==> src/rtl/vault_pkg.sv <==
// Shared widths, state encoding and request check for the password store
// and its read-side streaming block.
package vault_pkg;

    localparam int DATA_W          = 256;
    localparam int ADDR_W          = 4;
    localparam int BYTE_W          = 8;
    localparam int BYTES_PER_ENTRY = DATA_W / BYTE_W;
    localparam int CNT_W           = $clog2(BYTES_PER_ENTRY);
    localparam int NUM_ENTRIES     = 1 << ADDR_W;

    typedef enum logic [1:0] {
        IDLE = 2'd0,
        LOAD = 2'd1,
        SEND = 2'd2
    } state_t;

    // A request is refused when the store is empty, or when a single-entry
    // request points at or beyond the number of valid entries.
    function automatic logic request_rejected(
        input logic              all_mode,
        input logic [ADDR_W-1:0] addr,
        input logic [ADDR_W:0]   count
    );
        logic bad;
        if (count == {(ADDR_W+1){1'b0}}) begin
            bad = 1'b1;
        end else if (!all_mode && ({1'b0, addr} >= count)) begin
            bad = 1'b1;
        end else begin
            bad = 1'b0;
        end
        return bad;
    endfunction

endpackage

==> src/rtl/vault_reader_byte_serializer.sv <==
// Holds one 256-bit entry snapshot and hands it out MSB byte first over a
// valid/ready handshake, counting the bytes that have been accepted.
module byte_serializer
    import vault_pkg::*;
(
    input  logic              clk,
    input  logic              rst_n,
    input  logic              load,
    input  logic              active,
    input  logic [DATA_W-1:0] din,
    input  logic              out_ready,
    output logic              out_valid,
    output logic [BYTE_W-1:0] out_data,
    output logic              last_byte,
    output logic              done
);

    localparam logic [CNT_W-1:0] LAST_BYTE = CNT_W'(BYTES_PER_ENTRY - 1);

    logic [DATA_W-1:0] shift_r;
    logic [CNT_W-1:0]  cnt_r;
    logic              fire_s;

    assign fire_s    = active && out_ready;
    assign out_valid = active;
    assign out_data  = shift_r[DATA_W-1 -: BYTE_W];
    assign last_byte = active && (cnt_r == LAST_BYTE);
    assign done      = fire_s && (cnt_r == LAST_BYTE);

    // Snapshot on load, then shift one byte out per accepted transfer.
    always_ff @(posedge clk or negedge rst_n) begin
        if (!rst_n) begin
            shift_r <= {DATA_W{1'b0}};
            cnt_r   <= {CNT_W{1'b0}};
        end else if (load) begin
            shift_r <= din;
            cnt_r   <= {CNT_W{1'b0}};
        end else if (fire_s) begin
            shift_r <= {shift_r[DATA_W-BYTE_W-1:0], {BYTE_W{1'b0}}};
            if (cnt_r != LAST_BYTE) begin
                cnt_r <= cnt_r + CNT_W'(1);
            end else begin
                cnt_r <= cnt_r;
            end
        end else begin
            shift_r <= shift_r;
            cnt_r   <= cnt_r;
        end
    end

endmodule

==> src/rtl/vault_reader.sv <==
// Read-side streamer for the 16-entry password store: validates a request,
// reads one or all entries through the asynchronous port and streams bytes.
module vault_reader
    import vault_pkg::*;
(
    input  logic              clk,
    input  logic              rst_n,
    input  logic              req_valid,
    output logic              req_ready,
    input  logic              req_all,
    input  logic [ADDR_W-1:0] req_addr,
    input  logic [ADDR_W:0]   entry_count,
    output logic [ADDR_W-1:0] mem_addr,
    input  logic [DATA_W-1:0] mem_q,
    output logic              out_valid,
    input  logic              out_ready,
    output logic [BYTE_W-1:0] out_data,
    output logic              out_last,
    output logic              err,
    output logic              busy
);

    // Counts above the store size are clamped so all-mode can never run
    // the index past the last entry.
    localparam logic [ADDR_W:0] MAX_COUNT = (ADDR_W+1)'(NUM_ENTRIES);

    state_t            state_r;
    state_t            next_state_s;
    logic              all_r;
    logic [ADDR_W-1:0] idx_r;
    logic [ADDR_W:0]   cnt_r;
    logic              err_r;
    logic              accept_s;
    logic              reject_s;
    logic              load_s;
    logic              advance_s;
    logic              final_s;
    logic              active_s;
    logic              last_byte_s;
    logic              done_s;

    assign req_ready = (state_r == IDLE);
    assign busy      = (state_r != IDLE);
    assign active_s  = (state_r == SEND);
    assign mem_addr  = idx_r;
    assign err       = err_r;
    assign out_last  = last_byte_s && final_s;

    // The entry being sent is the last one of the transfer.
    always_comb begin
        final_s = 1'b0;
        if (!all_r) begin
            final_s = 1'b1;
        end else if ({1'b0, idx_r} == (cnt_r - (ADDR_W+1)'(1))) begin
            final_s = 1'b1;
        end else begin
            final_s = 1'b0;
        end
    end

    // Next-state and control strobes for the request/load/send sequence.
    always_comb begin
        next_state_s = state_r;
        accept_s     = 1'b0;
        reject_s     = 1'b0;
        load_s       = 1'b0;
        advance_s    = 1'b0;
        case (state_r)
            IDLE: begin
                if (req_valid) begin
                    if (request_rejected(req_all, req_addr, entry_count)) begin
                        reject_s = 1'b1;
                    end else begin
                        accept_s     = 1'b1;
                        next_state_s = LOAD;
                    end
                end else begin
                    next_state_s = IDLE;
                end
            end
            LOAD: begin
                load_s       = 1'b1;
                next_state_s = SEND;
            end
            SEND: begin
                if (done_s) begin
                    if (final_s) begin
                        next_state_s = IDLE;
                    end else begin
                        advance_s    = 1'b1;
                        next_state_s = LOAD;
                    end
                end else begin
                    next_state_s = SEND;
                end
            end
            default: begin
                next_state_s = IDLE;
            end
        endcase
    end

    // State register.
    always_ff @(posedge clk or negedge rst_n) begin
        if (!rst_n) begin
            state_r <= IDLE;
        end else begin
            state_r <= next_state_s;
        end
    end

    // Request latches: mode, current index and entry count for the transfer.
    always_ff @(posedge clk or negedge rst_n) begin
        if (!rst_n) begin
            all_r <= 1'b0;
            idx_r <= {ADDR_W{1'b0}};
            cnt_r <= {(ADDR_W+1){1'b0}};
        end else if (accept_s) begin
            all_r <= req_all;
            idx_r <= req_all ? {ADDR_W{1'b0}} : req_addr;
            cnt_r <= (entry_count > MAX_COUNT) ? MAX_COUNT : entry_count;
        end else if (advance_s) begin
            idx_r <= idx_r + ADDR_W'(1);
        end else begin
            all_r <= all_r;
            idx_r <= idx_r;
            cnt_r <= cnt_r;
        end
    end

    // One-cycle error pulse for a refused request.
    always_ff @(posedge clk or negedge rst_n) begin
        if (!rst_n) begin
            err_r <= 1'b0;
        end else begin
            err_r <= reject_s;
        end
    end

    byte_serializer u_serializer (
        .clk       (clk),
        .rst_n     (rst_n),
        .load      (load_s),
        .active    (active_s),
        .din       (mem_q),
        .out_ready (out_ready),
        .out_valid (out_valid),
        .out_data  (out_data),
        .last_byte (last_byte_s),
        .done      (done_s)
    );

endmodule

==> config.mk <==
export PLATFORM = sky130hd
export DESIGN_NAME = vault_reader
export DESIGN_NICKNAME = d
export VERILOG_FILES = /design/src/rtl/vault_pkg.sv /design/src/rtl/vault_reader_byte_serializer.sv /design/src/rtl/vault_reader.sv
export SDC_FILE = /design/constraint.sdc
export NUM_CORES = 1
export LEC_CHECK = 0
export BUFFER_PORTS_ARGS = -buffer_cell sky130_fd_sc_hd__buf_2
export CAP_MARGIN = 20
export CORE_MARGIN = 3
export CORE_UTILIZATION = 54
export CTS_CLUSTER_DIAMETER = 60
export DETAILED_ROUTE_END_ITERATION = 7
export GPL_TIMING_DRIVEN = 0
export PLACE_DENSITY = 0.78
export SYNTH_ARGS = -nofsm -noshare
export SYNTH_HDL_FRONTEND = slang
export SYNTH_SLANG_ARGS = --single-unit
export TNS_END_PERCENT = 30
==> constraint.sdc <==
create_clock -name clk -period 2.8 [get_ports clk]
set_clock_uncertainty 0.15 [all_clocks]
set_input_delay 0.28 -clock clk [delete_from_list [all_inputs] [get_ports clk]]
set_output_delay 0.28 -clock clk [all_outputs]
set_load 0.01 [all_outputs]
==> reports/results.tsv <==
stage	metric	value	unit
global_route	vias in the first global route	13030	
floorplan	Initial Util	55.49	%
run	Max Cap Viol	0	
global_route	GRT Util Overall	35.63	%
global_route	initial antenna violation count	3	
placed_design	I/O Buffers	286	
routing	# DRC	0	
clocking	CTS sink cnt	274	
pwr	cell leakage power	8.846	nW
routing	Vias	12570	
setup_path	worst reg-to-reg path cell count	7	
clocking	CTS H-Tree Depth	1	
timing	period utilisation layout	97.92	%
floorplan	core area	21290	um2
floorplan	Row Count	53	
pwr	PwrDens	944.6	nW/um2
floorplan	die width	153.9	um
timing	FMAX	364.7	MHz
setup_path	Critical Path Start Type	flip-flop	
final_layout	layout cells sized above 1	20.69	%
synth	Synthesized Nets	1523	
routing	post-route ant nets	0	
clocking	total CTS buffers	29	
routing	First-pass DRT Iterations	6	
routing	vias per cell	5.889	
global_route	largest net degree at the start of global routing	120	
placed_design	DP Wirelength	24.15	mm
timing	Hold Vio Cnt, Final	0	
synth	Netlist cell types	44	
placed_design	GP Congestion	0.9067	
setup_path	CP Class	flip-flop to output pin	
clocking	CTS clk-pin slew, worst paths	0.06	ns
final_layout	fin nets	2111	
setup_path	critical path required time	2.37	ns
floorplan	Die H	153.9	um
final_layout	commonest non-fill, non-tap cell in the layout	nand2_1	
setup_path	crit path DAT	2.31	ns
timing	RSZ-0062 raised after global routing	false	
status	outcome	complete, no violations	
clocking	clk_lat worst skew	0.55	ns
synth	commonest register cell after synthesis	dfrtp_1	
synth	Mapped Area	11810	um2
synth	ys async rst share	100.0	%
clocking	clk root buf	clkbuf_16	
synth	Post-Synthesis Cells	1245	
routing	DRT iter0 DRCs	1306	
synth	most area-hungry cell type in the Yosys netlist	dfrtp_1	
final_layout	commonest non-fill, non-tap cells in the layout	511 x nand2_1, 307 x buf_2, 274 x dfrtp_1, 267 x dlygate4sd3_1, 241 x a22oi_1	
synth	sequential share of the synthesized area	58.04	%
synth	syn_area_per_cell	9.488	um2
synth	Ys Warns	0	
setup_path	Max FO, Critical Path	4	
synth	top cells by area, synth	dfrtp_1 58%, nand2_1 16%, a22oi_1 15%, clkbuf_1 1.7%, buf_2 0.97%	
pwr	VDD IR-drop max	571.4	uV
global_route	grt total ovfl	0	
floorplan	IO Pins	287	
synth	#FFs+latches synth	274	
final_layout	post-layout util	81.30	%
hold_path	Hold/Removal Path Class	input port to async pin	
clocking	clk buf depth	3	
timing	endpoints failing setup	0	
routing	Routed WL per cell	20.32	um
synth	Yosys top cell area share	58.04	%
placed_design	Inst Count DP	1808	
final_layout	synthesis-to-layout area growth	46.50	%
final_layout	fin cells	2134	
setup_path	crit end category	output pin	
timing	worst slew pin tran	0.7065	ns
routing	WL final	43.36	mm
timing	Worst slew margin	52.90	%
timing	crit path time final	2.742	ns
timing	fin. max-slew vios	0	
synth	EDFF count, synth	0	
global_route	first-pass GRT wire length	68.15	mm
clocking	TritonCTS clock tree	done	
floorplan	Die Area	23690	um2
-- power breakdown --
part	internal [mW]	switching [mW]	total, mW	leakage, nW
registers	5.71	1.21	6.93	3.48
logic	2.20	3.42	5.62	4.92
clock network	2.15	1.65	3.80	0.439
-- cells in the mapped netlist, drive strengths merged, types with 5 or more instances --
cell      n
nand2   511
dfrtp   274
a22oi   241
clkbuf   53
buf      42
nor2     22
nand3    11
inv      10
o21ai    10
ha        8
a31oi     6
o22ai     6
nor2b     5
nor3      5
o31ai     5
xor2      5
-- state kept, by name, summed over array words and instances (netlist names) --
register and flops:
err 1, mem_addr 4, u_serializer.shift_r 256, state_r 2
all_r 1, u_serializer.cnt_r 5, cnt_r 5
-- repair_timing --
action	in CTS	in global routing
hold endpoints to repair	540	0
gates resized for setup	0	6
pin swaps	1	3
buffers inserted	0	3
hold buffers	267	0
endpoints found under the setup margin	1	2
-- stage by stage --
| stage | TNS (ns) | hold slack (ns) | cell area [um2] | setup WS [ns] | power [mW] |
|---|---|---|---|---|---|
| final | 0 | 0.05176 | 17310 | 0.05816 | 16.35 |
| after global routing | 0 | 0.07048 | 17310 | 0.01899 | 17.28 |
| after CTS | 0 | 0.01615 | 17260 | 0.04699 | 15.78 |
| after detailed placement | 0 | 0.02694 | 13650 | 0.3546 | 11.69 |
| after global placement | -996.11 | 0.3082 | 13590 | -3.658 | 11.45 |
| after floorplan | 0 | -0.1656 | 11810 | 0.7085 | 10.03 |
-- worst paths after layout --
path                                                            start                                    end  slack, ns
worst max-delay path                             cnt_r[0]$_DFFE_PN0N_                               out_last       0.06
worst min-delay path                                            rst_n  u_serializer.shift_r[250]$_DFFE_PN0P_       0.05
worst max register to register                 state_r[1]$_DFFE_PN0P_   u_serializer.shift_r[42]$_DFFE_PN0P_       0.19
worst min register to register  u_serializer.shift_r[156]$_DFFE_PN0P_  u_serializer.shift_r[156]$_DFFE_PN0P_       0.33
max in group asynchronous                                       rst_n   u_serializer.shift_r[90]$_DFFE_PN0P_       1.57
min in group clk                                          req_addr[2]                mem_addr[2]$_DFFE_PN0P_       0.05
-- layout make-up --
class | count | area, um2
clock inverters | 11 | 103.9
clock buffers | 43 | 828.3
inverters | 10 | 37.54
diodes | 3 | 7.507
fillers | 1179 | 3981
well taps | 275 | 344.1
flip-flops and latches | 274 | 6857
multi-input cells | 866 | 4507
plain buffers | 94 | 426.7
repair buffers | 558 | 4194
-- worst max-delay path, stage by stage, from the launching register on --
cell and delay [ns]:
dfrtp_1 0.40, inv_2 0.07, ha_4 0.16, or3_4 0.40, a311o_1 0.44, a21oi_2 0.15, buf_4 0.14
-- cell families after synthesis --
kind of cell / share of synthesized area [%]
DFF: 58.04
muxes: 0.1906
xor gates and xnor gates: 0.5932
buffers and inverters: 3.961
adders and majority gates: 0.8474
AOI/OAI and AO/OA: 17.28
and+or+nand+nor: 19.09
-- layer usage --
layer	global-route usage (%)	vias up	wire length (um)
met5	0	-	0
met4	16.57	0	2377
met3	7.205	218	3855
met2	60.06	891	21060
met1	44.44	5994	16070
li1	-	5465	-
(Power assumes the default switching activity.)
